`src/rtl/bin2bcd_pkg.sv`:
```
// Shared types and constants for the sequential binary-to-BCD converter.
package bin2bcd_pkg;

  typedef enum logic [1:0] {IDLE, SHIFT, DONE} b2b_state_t;

  // Width of the overflow compare. It is wide enough to hold 10^10-1.
  localparam int LIMIT_W = 34;

  localparam logic [3:0] BCD_NINE = 4'h9;

  // Largest value representable in 'digits' BCD digits, i.e. 10^digits - 1.
  function automatic logic [LIMIT_W-1:0] bcd_limit(input int digits);
    logic [LIMIT_W-1:0] v;
    v = 34'd1;
    for (int i = 0; i < digits; i++) begin
      v = v * 34'd10;
    end
    return v - 34'd1;
  endfunction

endpackage

```
`src/rtl/bin2bcd_seq_dabble.sv`:
```
// One double-dabble correction cell: a nibble of 5 or more gets +3, so that
// the following left shift carries into the next decimal digit.
module dabble_nibble (
  input  logic [3:0] digit,
  output logic [3:0] adjusted
);

  // add-3 correction for digits that would reach 10 or more after doubling
  always_comb begin
    adjusted = (digit >= 4'd5) ? digit + 4'd3 : digit;
  end

endmodule

```
`src/rtl/bin2bcd_seq.sv`:
```
// Sequential double-dabble converter. It runs one add-3/shift step per clock
// for exactly WIDTH clocks. Results are held stable between done pulses, so
// the display never sees partial accumulator values.
import bin2bcd_pkg::*;

module bin2bcd_seq #(
  parameter int WIDTH  = 32,
  parameter int DIGITS = 8
) (
  input  logic                  clk,
  input  logic                  reset,
  input  logic                  start,
  input  logic [WIDTH-1:0]      bin_in,
  output logic                  busy,
  output logic                  done,
  output logic [4*DIGITS-1:0]   bcd_out,
  output logic [DIGITS-1:0]     digit_mask,
  output logic                  overflow
);

  localparam int BCD_W = 4 * DIGITS;
  localparam int CNT_W = (WIDTH > 1) ? $clog2(WIDTH) : 1;
  localparam logic [LIMIT_W-1:0] LIMIT = bcd_limit(DIGITS);

  b2b_state_t        state;
  b2b_state_t        state_next;
  logic [CNT_W-1:0]  cnt;
  logic [WIDTH-1:0]  bin_sr;
  logic [BCD_W-1:0]  acc;
  logic [BCD_W-1:0]  acc_adj;
  logic [BCD_W-1:0]  acc_next;
  logic [BCD_W-1:0]  result;
  logic              ovf_pending;
  logic              accept;
  logic              last;

  // A digit is significant when it, or any digit above it, is non-zero.
  // Digit 0 always shows, so zero is displayed as a single "0".
  function automatic logic [DIGITS-1:0] sig_mask(input logic [BCD_W-1:0] v);
    logic [DIGITS-1:0] m;
    logic              seen;
    m    = '0;
    seen = 1'b0;
    for (int i = DIGITS - 1; i >= 0; i--) begin
      seen = seen | (v[4*i +: 4] != 4'd0);
      m[i] = seen;
    end
    m[0] = 1'b1;
    return m;
  endfunction

  genvar g;
  generate
    for (g = 0; g < DIGITS; g++) begin : g_dabble
      dabble_nibble u_dabble (
        .digit    (acc[4*g +: 4]),
        .adjusted (acc_adj[4*g +: 4])
      );
    end
  endgenerate

  // Corrected accumulator shifted left, with the next binary MSB entering at the bottom.
  // The top accumulator bit falls off, which happens only in saturated cases.
  assign acc_next = {acc_adj[BCD_W-2:0], bin_sr[WIDTH-1]};
  assign result   = ovf_pending ? {DIGITS{BCD_NINE}} : acc_next;
  assign accept   = (state != SHIFT) && start;
  assign last     = (state == SHIFT) && (cnt == '0);

  // State register
  always_ff @(posedge clk) begin
    if (reset) begin
      state <= IDLE;
    end else begin
      state <= state_next;
    end
  end

  // Next-state and status decode; start is only looked at outside SHIFT
  always_comb begin
    state_next = state;
    busy       = 1'b0;
    done       = 1'b0;
    case (state)
      IDLE: begin
        state_next = start ? SHIFT : IDLE;
      end
      SHIFT: begin
        busy = 1'b1;
        if (cnt == '0) begin
          state_next = DONE;
        end
      end
      DONE: begin
        done       = 1'b1;
        state_next = start ? SHIFT : IDLE;
      end
      default: begin
        state_next = IDLE;
      end
    endcase
  end

  // Iteration counter and saturation flag, both set up when a start is accepted
  always_ff @(posedge clk) begin
    if (reset) begin
      cnt         <= '0;
      ovf_pending <= 1'b0;
    end else if (accept) begin
      cnt         <= CNT_W'(WIDTH - 1);
      ovf_pending <= ({{(LIMIT_W - WIDTH){1'b0}}, bin_in} > LIMIT);
    end else if ((state == SHIFT) && (cnt != '0)) begin
      cnt <= cnt - CNT_W'(1);
    end
  end

  // Shift datapath: capture on accept, one dabble step per SHIFT cycle
  always_ff @(posedge clk) begin
    if (accept) begin
      bin_sr <= bin_in;
      acc    <= '0;
    end else if (state == SHIFT) begin
      bin_sr <= bin_sr << 1;
      acc    <= acc_next;
    end
  end

  // Output registers, updated only on the final shift so they hold between results
  always_ff @(posedge clk) begin
    if (reset) begin
      bcd_out    <= '0;
      digit_mask <= DIGITS'(1);
      overflow   <= 1'b0;
    end else if (last) begin
      bcd_out    <= result;
      digit_mask <= sig_mask(result);
      overflow   <= ovf_pending;
    end
  end

endmodule

```
`config.mk`:
```
export PLATFORM = sky130hd
export DESIGN_NAME = bin2bcd_seq
export DESIGN_NICKNAME = d
export VERILOG_FILES = /design/src/rtl/bin2bcd_pkg.sv /design/src/rtl/bin2bcd_seq_dabble.sv /design/src/rtl/bin2bcd_seq.sv
export SDC_FILE = /design/constraint.sdc
export NUM_CORES = 1
export LEC_CHECK = 0
export BUFFER_PORTS_ARGS = -buffer_cell sky130_fd_sc_hd__buf_2
export CORE_UTILIZATION = 57
export DETAILED_ROUTE_END_ITERATION = 8
export MAX_ROUTING_LAYER = met4
export PLACE_DENSITY = 0.83
export SYNTH_ARGS = -nofsm -noshare
export SYNTH_HDL_FRONTEND = slang
export SYNTH_SLANG_ARGS = --single-unit
```
`constraint.sdc`:
```
create_clock -name clk -period 2.7 [get_ports clk]
set_input_delay 0.27 -clock clk [delete_from_list [all_inputs] [get_ports clk]]
set_output_delay 0.27 -clock clk [all_outputs]
set_load 0.02 [all_outputs]
```
## Yosys cells after proc, flatten, opt, wreduce, memory -nomap -nowiden

Cells that the tools add are included.

- Bits in registers: 112
- Latch bits: 0
- Memory bits (writable): 0
- Memory bits (read-only): 0
- Input bits: 35
- Output and inout bits: 43
- Memories kept: 0

- Add/subtract/negate cells: 9
- Multipliers: 0
- Divide/modulo/power cells: 0
- Order comparisons: 9
- Equal/unequal tests: 4
- Shift-type cells: 0
- Mux-type cells: 18
- Bitwise gates (word level): 6
- Reductions and logical operators: 16

Operators by type and width:

| operator | count |
|---|---|
| $mux 32 | 3 |
| $ge 4x3->1 const B | 8 |
| $gt 32x27->1 const B | 1 |
| $add 4x2->4 const B | 7 |
| $mux 4 | 7 |
| $reduce_bool 4->1 | 7 |
| $mux 5 | 2 |
| $or 1x1->1 | 6 |
| $logic_not 5->1 | 1 |
| $reduce_bool 5->1 | 1 |
| $sub 5x1->5 const B | 1 |
| $pmux 2 s2 | 1 |
| $reduce_bool 2->1 | 2 |
| $add 3x2->3 const B | 1 |
| $logic_and 1x1->1 | 3 |
| $mux 1 | 3 |
| $mux 3 | 1 |
| $eq 2x1->1 const B | 1 |
| $eq 2x2->1 const B | 1 |
| $logic_not 2->1 | 1 |
| $mux 2 | 1 |
| $ne 2x1->1 const B | 1 |
| $ne 2x2->1 const B | 1 |
| $reduce_or 2->1 | 1 |

## Logic depth before layout (Yosys ltp)

Gate-level depths: netlist of the first run.

- Depth after elaboration: 10
- Gate-level depth with buffers: 8
- Gate-level depth less buffers: 8

## Hierarchy

A second synthesis of the first run with hierarchy kept.

- Cell total of the unflattened synthesis: 571
- Area, all modules: 5,296.3 µm²

Modules (own cells, without submodules):

| module | instances | cells each | area each (µm²) |
|---|---|---|---|
| bin2bcd_seq | 1 | 443 | 4,485.6 |
| dabble_nibble | 8 | 16 | 101.3 |

## Worst setup path after synthesis of the first run

No wires, ideal clock.

- Path kind: reg-to-reg
- Start point: reg acc[25]
- End point: reg digit_mask[1]
- Library setup time: 0.135 ns
- Arrival time: 1.913 ns
- Data required time: 2.565 ns
- Path slack: 0.652 ns
- Cell stages (with the launch flop): 9
- Cells stage by stage: dfxtp_1 > inv_1 > ha_1 > nand2b_1 > a2111o_1 > a21oi_1 > nand4_1 > nor4_4 > a31oi_1

- Cells in the longest elaborated chain, start to end: 10
- Elaborated cells on any way between the ends: 12

RTL lines:

| item | RTL line | RTL |
|---|---|---|
| from (decl) | bin2bcd_seq.sv:29 | `logic [BCD_W-1:0] acc;` |
| from (signal assigned) | bin2bcd_seq.sv:123 | `acc <= acc_next;` |
| $add 4x2->4 / $ge 4x3->1 (equally long branches) | bin2bcd_seq_dabble.sv:10 | `adjusted = (digit >= 4'd5) ? digit + 4'd3 : digit;` |
| $mux 4 * | bin2bcd_seq_dabble.sv:10 |  |
| $mux 32 * | bin2bcd_seq.sv:65 | `assign result = ovf_pending ? {DIGITS{BCD_NINE}} : acc_next;` |
| $reduce_bool 4->1 | bin2bcd_seq.sv:45 | `seen = seen \| (v[4*i +: 4] != 4'd0);` |
| $or 1x1->1 * (6 in a row) | bin2bcd_seq.sv:45 |  |
| to (signal assigned) | bin2bcd_seq.sv:135 | `digit_mask <= sig_mask(result);` |
| to (decl) | bin2bcd_seq.sv:17 | `output logic [DIGITS-1:0] digit_mask,` |

Mark *: on every way between the ends. The rest lies on a longest branch, timed or not.
A chain may end at the register's enable or synchronous reset.

## Final worst setup path of the first run

- Start point: reg acc[25]
- End point: reg digit_mask[3]

- Cells in the longest elaborated chain, start to end: 8
- Elaborated cells on any way between the ends: 10

RTL lines:

| item | RTL line |
|---|---|
| $add 4x2->4 / $ge 4x3->1 (equally long branches) | bin2bcd_seq_dabble.sv:10 |
| $mux 4 * | bin2bcd_seq_dabble.sv:10 |
| $mux 32 * | bin2bcd_seq.sv:65 |
| $reduce_bool 4->1 | bin2bcd_seq.sv:45 |
| $or 1x1->1 * (4 in a row) | bin2bcd_seq.sv:45 |

Marks and branches as above.

==> reports/results.ini, run 1 <==
[clock_tree]
cts_buffers=9
htreeDepth=3
clock_latency_ps=370
clk_pin_slew_ps=120
clock_sinks=112
clock-root-buffer=clkbuf_8
cts_hold_buf=0
cts_tree=yes
cts-resized-gates=0
cts_buffer_depth=2
cts_setup_buffers=0

[yosys]
ys_warn_count=0
syn_area_mm2=0.005164
synth-edff-count=32
synth_area_leader_cell=dfxtp_1
ys_seq_elements=112
synth_top_area_share=0.3102
synth_area_leaders=dfxtp_1 31%, edfxtp_1 19%, mux2_2 6.8%
ys_async_sr_fraction=0
syn_inst=506
seq_area_frac_synth=0.4962
synthDistinctLibCells=50
yosys_most_used_dff=dfxtp_1
avgSynthCellArea_um2=10.20
syn_nets=559

[min_path]
whs_endpoint=bin_sr[1]
hold_class=input port to register
hold_start=bin_in[1]
min_path_cells=2

[setup_path]
cp.arrival_ps=2580
cp.buffers_inverters=1
critPathSlowestCell=nor4_4
ff2ff_setup_slack_ps=370
cpMostUsedCell=a211oi_1
cp.required_ps=2950
cp-start-kind=register
cp_top_family=simple AND/OR/NAND/NOR gates
cpPeakStageDelay_ps=440
critPathCaptureType=register
path_cells=inv_1 -> ha_1 -> nand2b_1 -> nor3b_1 -> a211oi_1 -> nand4_1 -> nor4_4 -> a211oi_1
critPathKind=register to register
reg2reg_from=acc[25]
r2r_end=digit_mask[3]
worst-r2r-cell-count=8
crit_fanout=4

[drt]
viasPerCell=5.816
ant_nets=0
totalWireLength_um=11280
num_vias=4013
wl_per_cell_um=16.35
drc=0
drtIter0Drc=218
dr.pass1.iters=4

[place]
place_ws_ps=418.7
placed_cells=674
place_congestion=0.9151
hpwl_um=7910
port-buffer-count=76

[die]
rows=34
die-area_mm2=0.009444
die_y_um=97.18
dieWidth_um=97.18
start_util=0.5892
core_area_mm2=0.008763
pin_count=78

[global_route]
grt_util_all_layers=0.2516
grt_overflow=0
antenna_found_initial=0
grt_pass1_vias=3991
grt_max_degree=35
grt_pass1_wl_um=18870

[finish]
antenna_cells=0
final_cells=690
fin_nets=630
drive_gt1_frac=0.2491
syn_to_final_growth_pct=14.17
fin_util=0.6728

[sta]
hold_violations=0
skew_ps=13.07
setup_violations=0
setup_tns_ps=0
post-route-period-util=0.8624
maxSlewViolCount=0
fmax_ghz=0.4295
tightest_slew_ps=515.3
rsz0062_at_grt=false
max_slew_margin=0.6552
min_period_ps=2328
worst_slack_ps=371.6

[power]
power_density_mw_per_mm2=598.8
p_total_mw=3.531
ir_worst_vdd_uv=335.2
power.static_leakage_nw=2.388

[run_status]
outcome=completed

[flow_run]
cap_violations=0

## routing by layer
layer	global-route usage	up-vias	routed length, um
met5	-	-	0
met4	0.05970	0	110
met3	0.04173	13	564
met2	0.4144	113	5526
met1	0.3257	1905	5082
li1	-	1982	-
## how the worst max path moves through the flow
stage          startpoint            end  slack (ps)  cells past startpoint
3_3_place_gp      acc[25]  digit_mask[3]         510                      8
3_5_place_dp      acc[25]  digit_mask[3]         420                      8
5_1_grt           acc[25]  digit_mask[1]         140                      8
2_1_floorplan     acc[25]  digit_mask[1]         650                      8
4_1_cts           acc[25]  digit_mask[3]         390                      8
6_report          acc[25]  digit_mask[3]         370                      8
## synthesized netlist by cell type (all sizes together), types with 17 or more instances
library cell   n
a211oi        17
dfxtp         80
ha            18
nand2         33
edfxtp        32
nor2          39
a21oi         31
o21ai         23
clkbuf        21
mux2          31
inv           22
nor3          23
## area by class of cell
cell class                      instances  area [um^2]
Timing Repair Buffer                   88        483.0
Inverter                               22        82.58
Clock buffer                            9        123.9
Clock inverter                          7        106.4
Tap cell                              108        135.1
Sequential cell                       112         2562
Multi-Input combinational cell        344         2402
Fill cell                             642         2868
## power breakdown
part	switching, mW	internal (mW)
Clock	0.610	0.543
Combinational	0.268	0.192
Sequential	0.0562	1.86
## cells by family (layout without fill, tap and decap cells)
family,after synthesis,in the layout,share of synthesized area
flops,112,112,0.4962
compound gates,122,122,0.1633
mux,35,35,0.07536
other cells,1,1,0.0007262
simple gates,157,157,0.1631
fa+ha+maj,18,18,0.04362
xor+xnor,11,11,0.01866
buf+inv,50,126,0.03901
## cell usage in the layout (no fill, tap or decap), drive strengths merged, types with 18 or more instances in the layout
cell type	n
nor3	23
mux2	31
o21ai	23
inv	27
a21oi	31
buf	88
ha	18
edfxtp	32
nor2	39
nand2	33
dfxtp	80
## worst register-to-register path, stage by stage, from the launching register on
cell	delay (ps)
dfxtp_1	380
inv_1	100
ha_1	190
nand2b_1	170
nor3b_1	160
a211oi_1	370
nand4_1	270
nor4_4	440
a211oi_1	130
## sequential cells by signal, summed over array words and instances (netlist names)
register and cells:
ovf_pending 1, bin_sr 32, digit_mask 7, bcd_out 32, cnt 5, overflow 1, acc 32, state 2
## through the flow
stage / hold slack, ps / area, um^2
floorplan: 445.2 / 5164
global placement: 448.3 / 5665
global route: 185.0 / 5896
detailed placement: 454.1 / 5665
CTS: 190.2 / 5896
finish: 188.1 / 5896
Power figures use the tool's default switching activity.
==> inputs of run 2 (changes only) <==
Settings changed: BUFFER_PORTS_ARGS -buffer_cell sky130_fd_sc_hd__buf_2 to -buffer_cell sky130_fd_sc_hd__buf_4, CORE_MARGIN set to 2, CORE_UTILIZATION 57 to 61, PLACE_DENSITY 0.83 to 0.88.
Clock period 2.7 ns to 2.95 ns, I/O delays scaled along.
==> run 2 against run 1 <==
Net effect: register-to-register slack improved by 150 ps; flip-flop and latch count stayed put; clock power down 31%; cell area increased by 1.4%; die area is 2.4% lower; first-iteration DRC count increased by 23%; wire length is 1.2% higher; via count grew 2.8%; global-route usage grew 1.4 points; clock-buffer cell count up 5; fmax down 4.1%; worst hold slack improved by 32 ps.
==> reports/results.ini, run 2 (synthesis results as in run 1) <==
[run_status]
outcome=completed  ; unchanged

[die]
die_y_um=96.01  ; was 97.18 um
core_area_mm2=0.008217  ; was 0.008763 mm^2
rows=33  ; was 34
dieWidth_um=96.01  ; was 97.18 um
start_util=0.6284  ; was 0.5892
pin_count=78  ; unchanged
die-area_mm2=0.009217  ; was 0.009444 mm^2

[sta]
rsz0062_at_grt=false  ; unchanged
maxSlewViolCount=0  ; unchanged
tightest_slew_ps=733.5  ; was 515.3 ps
hold_violations=0  ; unchanged
setup_violations=0  ; unchanged
fmax_ghz=0.4118  ; was 0.4295 GHz
min_period_ps=2428  ; was 2328 ps
post-route-period-util=0.8231  ; was 0.8624
skew_ps=13.05  ; was 13.07 ps
setup_tns_ps=0  ; unchanged
max_slew_margin=0.5103  ; was 0.6552

[min_path]
hold_start=bin_in[5]  ; was bin_in[1]
hold_class=input port to register  ; unchanged
whs_endpoint=bin_sr[5]  ; was bin_sr[1]
min_path_cells=2  ; unchanged

[global_route]
grt_util_all_layers=0.2660  ; was 0.2516
grt_max_degree=45  ; was 35
grt_overflow=0  ; unchanged
grt_pass1_wl_um=18370  ; was 18,870 um
grt_pass1_vias=3895  ; was 3,991
antenna_found_initial=0  ; unchanged

[drt]
drc=0  ; unchanged
viasPerCell=6.041  ; was 5.816
dr.pass1.iters=4  ; unchanged
num_vias=4126  ; was 4,013
totalWireLength_um=11420  ; was 11,280 um
wl_per_cell_um=16.72  ; was 16.35 um
ant_nets=0  ; unchanged
drtIter0Drc=269  ; was 218

[flow_run]
cap_violations=0  ; unchanged

[place]
hpwl_um=8123  ; was 7910 um
port-buffer-count=76  ; unchanged
placed_cells=668  ; was 674
place_congestion=0.8967  ; was 0.9151

[setup_path]
cpPeakStageDelay_ps=450  ; was 440 ps
crit_fanout=4  ; unchanged
cp-start-kind=register  ; unchanged
ff2ff_setup_slack_ps=520  ; was 370 ps
cp.required_ps=3190  ; was 2950 ps
critPathCaptureType=register  ; unchanged
startpoint=acc[29]  ; was acc[25]
cp_top_family=simple AND/OR/NAND/NOR gates  ; unchanged
critPathSlowestCell=nor4_4  ; unchanged
reg2reg_from=acc[29]  ; was acc[25]
worst-r2r-cell-count=8  ; unchanged
path_depth=8  ; unchanged
cp.arrival_ps=2660  ; was 2580 ps
critPathKind=register to register  ; unchanged
path_cells=inv_1 -> ha_1 -> nand2b_1 -> a2111o_1 -> a21oi_1 -> nand4_1 -> nor4_4 -> a211oi_1  ; was inv_1 -> ha_1 -> nand2b_1 -> nor3b_1 -> a211oi_1 -> nand4_1 -> nor4_4 -> a211oi_1
r2r_end=digit_mask[2]  ; was digit_mask[3]
cp.buffers_inverters=1  ; unchanged

[finish]
nFillCells=591  ; was 642
antenna_cells=0  ; unchanged
layout_common_cells=84 x buf_4, 80 x dfxtp_1, 38 x nor2_1  ; was 80 x dfxtp_1, 76 x buf_2, 38 x nor2_1
fin_nets=627  ; was 630
reg_top3=acc x32, bcd_out x32, bin_sr x32  ; unchanged
drive_gt1_frac=0.2353  ; was 0.2491
fin_util=0.7277  ; was 0.6728
final_common_cell=buf_4  ; was dfxtp_1
syn_to_final_growth_pct=15.80  ; was 14.17%
final_cells=683  ; was 690

[clock_tree]
clock-root-buffer=clkbuf_8  ; unchanged
cts_tree=yes  ; unchanged
cts_setup_buffers=0  ; unchanged
clock_sinks=112  ; unchanged
clk_pin_slew_ps=100  ; was 120 ps
clock_latency_ps=370  ; about the same
cts_buffers=9  ; unchanged
htreeDepth=3  ; unchanged
cts_hold_buf=0  ; unchanged
cts_buffer_depth=2  ; unchanged
cts-resized-gates=0  ; unchanged

[power]
ir_worst_vdd_uv=331.0  ; was 335.2 uV
power.static_leakage_nw=2.352  ; was 2.388 nW
power_density_mw_per_mm2=499.4  ; was 598.8 mW/mm^2

[run 2: worst max-delay path by stage]
stage | end | slack (ps)
2_1_floorplan | digit_mask[1] | 900
3_3_place_gp | digit_mask[3] | 720
3_5_place_dp | digit_mask[2] | 580
4_1_cts | digit_mask[2] | 560
5_1_grt | digit_mask[1] | 350
6_report | digit_mask[2] | 520
[run 2: per-layer routing]
| layer | track usage | vias up | routed length (um) |
|---|---|---|---|
| met4 | 0.1024 | 0 | 288 |
| met5 | - | - | 0 |
| met3 | 0.05717 | 21 | 598 |
| li1 | - | 1979 | - |
| met1 | 0.3256 | 1985 | 4798 |
| met2 | 0.4317 | 141 | 5737 |
[run 2: metrics by stage]
stage          hold WS [ps]  power [mW]  setup slack, ps  instance area, um^2
2_1_floorplan         445.2       2.069            902.0                 5164
3_3_place_gp          454.2       2.209            716.8                 5829
3_5_place_dp          459.2       2.230            577.3                 5829
4_1_cts               211.5       2.999            559.0                 5979
5_1_grt               212.4       3.106            351.8                 5979
6_report              219.8       2.986            521.8                 5979
[run 2: where the power goes]
part           switching [mW]  total (mW)  internal, mW
Clock                   0.483       0.789         0.306
Sequential             0.0552        1.76          1.70
Combinational           0.240       0.439         0.198
Total                   0.779        2.99          2.21
[run 2: cell type report]
| type | count | area, um^2 | area share |
|---|---|---|---|
| tap | 105 | 131.4 | 0.02197 |
| clock inverter | 1 | 7.507 | 0.001255 |
| inverter | 22 | 82.58 | 0.01381 |
| clock buffer | 14 | 142.6 | 0.02385 |
| timing repair buffer | 85 | 650.6 | 0.1088 |
| sequential | 112 | 2562 | 0.4285 |
| multi-input combinational | 344 | 2402 | 0.4018 |
